**config.mk**
```make
export PLATFORM = sky130hd
export DESIGN_NAME = mem_wb_multi
export DESIGN_NICKNAME = d
export VERILOG_FILES = /design/src/rtl/mem_wb_multi.sv
export SDC_FILE = /design/constraint.sdc
export NUM_CORES = 1
export LEC_CHECK = 0
export CAP_MARGIN = 20
export CORE_AREA = 3 3 305 307
export CTS_CLUSTER_DIAMETER = 120
export DETAILED_ROUTE_END_ITERATION = 10
export DIE_AREA = 0 0 308 310
export SETUP_SLACK_MARGIN = 0.05
export SYNTH_ARGS = -nofsm -noshare
export SYNTH_HDL_FRONTEND = slang
export SYNTH_SLANG_ARGS = --single-unit
```
**constraint.sdc**
```tcl
create_clock -name clk -period 1.86 [get_ports clk]
set_input_delay 0.186 -clock clk [delete_from_list [all_inputs] [get_ports clk]]
set_output_delay 0.186 -clock clk [all_outputs]
set_load 0.05 [all_outputs]
```
**src/rtl/mem_wb_multi.sv**
```systemverilog
// =============================================================================
// Module   : mem_wb_multi
// Brief    : Multi-lane MEM/WB pipeline register with in-bundle exception
//            precision and a retired-instruction counter.
// Revision : 1.0
// =============================================================================
`default_nettype none

module mem_wb_multi #(
  parameter int LANES      = 2,
  parameter int DATA_W     = 32,
  parameter int REG_ADDR_W = 5,
  parameter int CP0_ADDR_W = 8,
  parameter int CNT_W      = 32,
  localparam int LW        = (LANES > 1) ? $clog2(LANES) : 1
) (
  input  logic                           clk,
  input  logic                           rst_n,
  input  logic [LANES-1:0]               mem_valid,
  input  logic [LANES*32-1:0]            mem_pc,
  input  logic [LANES-1:0]               mem_reg_we,
  input  logic [LANES*REG_ADDR_W-1:0]    mem_reg_waddr,
  input  logic [LANES*DATA_W-1:0]        mem_reg_wdata,
  input  logic [LANES-1:0]               mem_hilo_we,
  input  logic [LANES*2*DATA_W-1:0]      mem_hilo,
  input  logic [LANES-1:0]               mem_cp0_we,
  input  logic [LANES*CP0_ADDR_W-1:0]    mem_cp0_waddr,
  input  logic [LANES*DATA_W-1:0]        mem_cp0_wdata,
  input  logic                           except_valid,
  input  logic [LW-1:0]                  except_lane,
  input  logic                           except_cp0_we,
  input  logic [CP0_ADDR_W-1:0]          except_cp0_waddr,
  input  logic [DATA_W-1:0]              except_cp0_wdata,
  input  logic                           stall_mem,
  input  logic                           stall_wb,
  input  logic                           flush,
  output logic [LANES-1:0]               wb_valid,
  output logic [LANES*32-1:0]            wb_pc,
  output logic [LANES-1:0]               wb_reg_we,
  output logic [LANES*REG_ADDR_W-1:0]    wb_reg_waddr,
  output logic [LANES*DATA_W-1:0]        wb_reg_wdata,
  output logic [LANES-1:0]               wb_hilo_we,
  output logic [LANES*2*DATA_W-1:0]      wb_hilo,
  output logic [LANES-1:0]               wb_cp0_we,
  output logic [LANES*CP0_ADDR_W-1:0]    wb_cp0_waddr,
  output logic [LANES*DATA_W-1:0]        wb_cp0_wdata,
  output logic [CNT_W-1:0]               wb_retire_cnt
);

  localparam int c_HW = 2 * DATA_W;

  logic [LW-1:0]                w_exc_lane;
  logic [LANES-1:0]             w_valid, w_reg_we, w_hilo_we, w_cp0_we;
  logic [LANES*32-1:0]          w_pc;
  logic [LANES*REG_ADDR_W-1:0]  w_reg_waddr;
  logic [LANES*DATA_W-1:0]      w_reg_wdata, w_cp0_wdata;
  logic [LANES*c_HW-1:0]        w_hilo;
  logic [LANES*CP0_ADDR_W-1:0]  w_cp0_waddr;
  logic [CNT_W-1:0]             w_retire;

  logic [LANES-1:0]             r_valid, r_reg_we, r_hilo_we, r_cp0_we;
  logic [LANES*32-1:0]          r_pc;
  logic [LANES*REG_ADDR_W-1:0]  r_reg_waddr;
  logic [LANES*DATA_W-1:0]      r_reg_wdata, r_cp0_wdata;
  logic [LANES*c_HW-1:0]        r_hilo;
  logic [LANES*CP0_ADDR_W-1:0]  r_cp0_waddr;
  logic [CNT_W-1:0]             r_retire_cnt;

  // Out-of-range fault indices are clamped onto the youngest lane.
  assign w_exc_lane = (int'(except_lane) > LANES - 1) ? LW'(LANES - 1) : except_lane;

  always_comb begin
    w_valid     = '0;
    w_pc        = '0;
    w_reg_we    = '0;
    w_reg_waddr = '0;
    w_reg_wdata = '0;
    w_hilo_we   = '0;
    w_hilo      = '0;
    w_cp0_we    = '0;
    w_cp0_waddr = '0;
    w_cp0_wdata = '0;
    w_retire    = '0;
    for (int i = 0; i < LANES; i++) begin
      if (mem_valid[i] && !(except_valid && i > int'(w_exc_lane))) begin
        w_valid[i]                               = 1'b1;
        w_pc[i*32 +: 32]                         = mem_pc[i*32 +: 32];
        w_reg_we[i]                              = mem_reg_we[i];
        w_reg_waddr[i*REG_ADDR_W +: REG_ADDR_W]  = mem_reg_waddr[i*REG_ADDR_W +: REG_ADDR_W];
        w_reg_wdata[i*DATA_W +: DATA_W]          = mem_reg_wdata[i*DATA_W +: DATA_W];
        w_hilo_we[i]                             = mem_hilo_we[i];
        w_hilo[i*c_HW +: c_HW]                   = mem_hilo[i*c_HW +: c_HW];
        w_cp0_we[i]                              = mem_cp0_we[i];
        w_cp0_waddr[i*CP0_ADDR_W +: CP0_ADDR_W]  = mem_cp0_waddr[i*CP0_ADDR_W +: CP0_ADDR_W];
        w_cp0_wdata[i*DATA_W +: DATA_W]          = mem_cp0_wdata[i*DATA_W +: DATA_W];
        if (except_valid && i == int'(w_exc_lane)) begin
          w_reg_we[i]  = 1'b0;
          w_hilo_we[i] = 1'b0;
        end else begin
          w_retire = w_retire + CNT_W'(1);
        end
      end
      // The exception-unit CP0 write lands even on an empty faulting slot.
      if (except_valid && except_cp0_we && i == int'(w_exc_lane)) begin
        w_cp0_we[i]                              = 1'b1;
        w_cp0_waddr[i*CP0_ADDR_W +: CP0_ADDR_W]  = except_cp0_waddr;
        w_cp0_wdata[i*DATA_W +: DATA_W]          = except_cp0_wdata;
      end
    end
  end

  always_ff @(posedge clk or negedge rst_n) begin
    if (!rst_n) begin
      r_valid      <= '0;
      r_pc         <= '0;
      r_reg_we     <= '0;
      r_reg_waddr  <= '0;
      r_reg_wdata  <= '0;
      r_hilo_we    <= '0;
      r_hilo       <= '0;
      r_cp0_we     <= '0;
      r_cp0_waddr  <= '0;
      r_cp0_wdata  <= '0;
      r_retire_cnt <= '0;
    end else if (flush || (stall_mem && !stall_wb)) begin
      r_valid      <= '0;
      r_pc         <= '0;
      r_reg_we     <= '0;
      r_reg_waddr  <= '0;
      r_reg_wdata  <= '0;
      r_hilo_we    <= '0;
      r_hilo       <= '0;
      r_cp0_we     <= '0;
      r_cp0_waddr  <= '0;
      r_cp0_wdata  <= '0;
    end else if (!stall_mem) begin
      r_valid      <= w_valid;
      r_pc         <= w_pc;
      r_reg_we     <= w_reg_we;
      r_reg_waddr  <= w_reg_waddr;
      r_reg_wdata  <= w_reg_wdata;
      r_hilo_we    <= w_hilo_we;
      r_hilo       <= w_hilo;
      r_cp0_we     <= w_cp0_we;
      r_cp0_waddr  <= w_cp0_waddr;
      r_cp0_wdata  <= w_cp0_wdata;
      r_retire_cnt <= r_retire_cnt + w_retire;
    end
  end

  assign wb_valid      = r_valid;
  assign wb_pc         = r_pc;
  assign wb_reg_we     = r_reg_we;
  assign wb_reg_waddr  = r_reg_waddr;
  assign wb_reg_wdata  = r_reg_wdata;
  assign wb_hilo_we    = r_hilo_we;
  assign wb_hilo       = r_hilo;
  assign wb_cp0_we     = r_cp0_we;
  assign wb_cp0_waddr  = r_cp0_waddr;
  assign wb_cp0_wdata  = r_cp0_wdata;
  assign wb_retire_cnt = r_retire_cnt;

endmodule

`default_nettype wire

```
==> summary.txt <==
Share of the synthesized area in the top cell type: 0.661
Via count: 13,100
Setup crit end kind: flop
Detailed-route DRC error count: 0
First-pass GRT wire length: 91,800 um
Final critical-path setup slack: -0.317 ns
Min-delay worst type: in2reg
Met3 routed WL: 6100 um
Number of global-route vias before repair: 13,500
CTS root buffer: sky130_fd_sc_hd__clkbuf_16
Y dimension of the die: 310 um
Max-cap check violation count: 0
Aggregate routed wire length: 65,200 um
Number of input and output port buffers inserted: 787
Post-synth top flop: sky130_fd_sc_hd__dfrtp_1
Clock Latency Late Sink: 0.61 ns
Final-report max-slew violation count: 0
Worst hold slack after final layout: 0.0637 ns
Count of flip-flops with a built-in enable after synthesis: 0
Full die area: 95,500 sq um
Uppermost routed layer: met5
Required time of the worst setup path: 2.34 ns
Syn Nets: 1,560
Cell Int Power: 15.8 mW
Violated checks: setup timing
Fraction of synthesis flops using an asynchronous set or reset pin: 1.00
Run status: complete, but fails checks
End-of-flow core utilization: 0.288
Post-detail-place hpwl: 50,300 um
Initial core utilization: 0.162
CP cell instances: buf_8, nand2b_4, and2_4, ha_4, mux2i_1, nor2_1, ha_2, inv_2, fa_2, or2b_1, nor4_4, buf_4, clkbuf_16, nand3_4, xnor2_1
M1 WL: 26,000 um
GRT Overall Usage: 0.128
Post-synthesis cell area: 14,600 sq um
Number of buffers and inverters on the critical path: 4
Largest buffer count on any clock path: 3
Time the worst path needs with I/O delays and setup: 2.18 ns
Mean post-synth cell area: 12.7 sq um
Largest net degree at the start of global routing: 66
Number of flip-flops and latches in the synthesized netlist: 386
CP max FO: 5
Share of total power in sequential cells: 0.405
Place WS: -1.25 ns
Number of levels the H-tree was split into: 2
Final setup violation count: 11
Switching part of the total: 0.278
Initial antenna violation count: 5
NetSw: 6.10 mW
Setup repair after global routing missed its margin: yes
Total global routing overflow: 0
Worst Setup Start Kind: input pin
PnR Total Power: 21.9 mW
Post-synthesis cell type with the largest combined area: sky130_fd_sc_hd__dfrtp_1
Number of top-level design ports: 788
RD Place Congestion: 0.820
Leakage power of the design: 12.9 nW
Critical path start-end classification: in2reg
Share of total power in combinational logic: 0.163
FF-to-FF setup slack: -0.28 ns
Post-DR vias/cell: 4.09
Initial drt markers: 933
Maximum clock skew at final layout: 0.0148 ns
Synth-to-Final Area Change: 78.0%
Synthesis Warnings: 0
Number of fill cells in the layout: 9,441
Power Density: 843 nW/um^2
Inserted Clock Buffers: 47
Peak per-stage delay on the critical path: 0.34 ns
Layout cells sized above 1: 0.146
Die extent in x: 308 um
Final Cycle Share: 1.17
Fmax: 459 MHz
First-pass detailed-route iteration total: 7
Actual slew at the worst max-slew pin: 0.562 ns
Most used standard cell by instance count after synthesis: sky130_fd_sc_hd__dfrtp_1
Synthesized netlist cell count: 1,154
Worst ir drop on vdd: 547 uV
Detailed route wirelength on metal2: 31,200 um
Clock slew at reported path FFs: 0.06 ns
Floorplan row count: 110
TritonCTS clock tree: yes
Top area cells in the synthesized netlist: sky130_fd_sc_hd__dfrtp_1 66%, sky130_fd_sc_hd__a22o_1 16%, sky130_fd_sc_hd__nand2_1 3.5%
Top cell types by occurrence after synthesis: 386 x sky130_fd_sc_hd__dfrtp_1, 266 x sky130_fd_sc_hd__a22o_1, 136 x sky130_fd_sc_hd__nand2_1
Nets: 2,410
Seq/Total Area, Yosys: 0.661
Crit path DAT: 2.66 ns
Cell type group with the largest total delay on the critical path: simple AND/OR/NAND/NOR gates
Rel. slew slack: 0.627
Final Hold Fails: 0
Count of cell types in the netlist: 39
Number of antenna-violating nets in the routed design: 0
Clock tree sinks: 386
Core box area: 90,300 sq um
Power share of the clock group: 0.432
Slowest-stage cell, CP: sky130_fd_sc_hd__fa_2
Post-DR wirelength/cell: 20.3 um
-- power by group through the flow --
stage          Clock (mW)  Combinational, mW  Sequential (mW)
6_report             9.47               3.59             8.89
3_3_place_gp            0               3.71             9.03
2_1_floorplan           0              0.511             10.0
5_1_grt              10.2               3.79             8.92
3_5_place_dp            0               3.71             9.03
4_1_cts              9.85               3.57             8.88
-- registers in the layout (all words and copies together) (netlist names) --
signal and count:
wb_cp0_we 2, wb_reg_we 2, wb_reg_wdata 64, wb_cp0_wdata 64, wb_cp0_waddr 16, wb_retire_cnt 32, wb_pc 64, wb_hilo 128
wb_hilo_we 2, wb_valid 2, wb_reg_waddr 10
-- layer usage --
metal / up-vias / track usage
met3: 86 / 0.0444
met4: 10 / 0.0448
met1: 6500 / 0.155
met5: - / 0
li1: 5940 / -
met2: 600 / 0.211
-- layout by cell type (no fill, tap or decap), types with 3 or more instances in the layout --
cell and instances:
sky130_fd_sc_hd__clkinv_2 4, sky130_fd_sc_hd__a22o_1 266, sky130_fd_sc_hd__dfrtp_1 382, sky130_fd_sc_hd__nand2_1 135, sky130_fd_sc_hd__and3_1 5, sky130_fd_sc_hd__o21ai_1 8
sky130_fd_sc_hd__xnor2_1 24, sky130_fd_sc_hd__clkdlybuf4s15_1 8, sky130_fd_sc_hd__dlygate4sd2_1 298, sky130_fd_sc_hd__nor3_1 4, sky130_fd_sc_hd__a32o_1 4, sky130_fd_sc_hd__xor2_1 6
sky130_fd_sc_hd__bufinv_16 4, sky130_fd_sc_hd__clkdlybuf4s50_1 397, sky130_fd_sc_hd__clkbuf_16 49, sky130_fd_sc_hd__inv_1 4, sky130_fd_sc_hd__nor2_1 46, sky130_fd_sc_hd__o21ai_0 33
sky130_fd_sc_hd__buf_4 143, sky130_fd_sc_hd__clkbuf_1 11, sky130_fd_sc_hd__a21oi_1 40, sky130_fd_sc_hd__nand3_2 5, sky130_fd_sc_hd__nand4_1 10, sky130_fd_sc_hd__nand3_1 8
sky130_fd_sc_hd__dfrtp_2 4, sky130_fd_sc_hd__clkbuf_8 10, sky130_fd_sc_hd__a22oi_1 40, sky130_fd_sc_hd__buf_12 39, sky130_fd_sc_hd__clkbuf_2 3
-- cells by family (layout without fill, tap and decap cells) --
kind of cell / after synthesis / count (layout) / synth area share
AO/OA/AOI/OAI: 396 / 396 / 0.213
flip-flops: 386 / 386 / 0.661
AND/OR/NAND/NOR: 237 / 237 / 0.0720
buffers and inverters: 100 / 984 / 0.0317
XOR/XNOR: 30 / 30 / 0.0180
adder cells (fa/ha/maj): 4 / 4 / 0.00394
multiplexers: 1 / 1 / 0.000685
other: 0 / 1 / 0
-- worst reg2reg max path, cell delays in order (launching register included) --
cell and delay, ns:
sky130_fd_sc_hd__dfrtp_1 0.35, sky130_fd_sc_hd__ha_2 0.19, sky130_fd_sc_hd__inv_2 0.04, sky130_fd_sc_hd__fa_2 0.34, sky130_fd_sc_hd__or2b_1 0.26, sky130_fd_sc_hd__nor4_4 0.30
sky130_fd_sc_hd__buf_4 0.19, sky130_fd_sc_hd__clkbuf_16 0.15, sky130_fd_sc_hd__nand3_4 0.06, sky130_fd_sc_hd__xnor2_1 0.13
-- final timing paths --
check | startpoint | end | cells after the start
min in group asynchronous | rst_n | wb_cp0_wdata[30]$_DFFE_PN0P_ | 2
max in group asynchronous | rst_n | wb_retire_cnt[9]$_DFFE_PN0P_ | 3
worst max-delay path | except_lane | wb_retire_cnt[30]$_DFFE_PN0P_ | 15
worst min-delay path | except_lane | wb_retire_cnt[0]$_DFFE_PN0P_ | 6
worst max register to register | wb_retire_cnt[0]$_DFFE_PN0P_ | wb_retire_cnt[30]$_DFFE_PN0P_ | 9
worst min register to register | wb_retire_cnt[31]$_DFFE_PN0P_ | wb_retire_cnt[31]$_DFFE_PN0P_ | 1
-- area by class of cell --
type / count / area (sq um) / area share
Tap cell: 1176 / 1470 / 0.0565
Timing Repair Buffer: 896 / 8640 / 0.332
Clock inverter: 15 / 229 / 0.00880
Antenna cell: 1 / 2.50 / 0.0000961
Sequential cell: 386 / 9660 / 0.371
Inverter: 5 / 18.8 / 0.000721
Multi-Input combinational cell: 668 / 4650 / 0.178
Clock buffer: 68 / 1360 / 0.0521
-- what timing repair did --
item	4_1_cts	5_1_grt
endpoints found under the setup margin	335	28
hold buffers	1	0
buffers inserted	0	6
pin swaps	14	19
cloned	1	1
endpoints found under the hold margin	325	0
gates resized for setup	333	24
-- metrics by stage --
stage / TNS [ns] / instances / cell area (sq um)
after floorplan: -7.50 / 1154 / 14700
after global placement: -28.77 / 3122 / 24600
after detailed placement: -30.30 / 3122 / 24600
after CTS: -2.31 / 3207 / 25900
after global routing: -3.02 / 3214 / 26000
final: -2.57 / 3215 / 26000
Note: power is estimated with default switching activity, not from simulation.
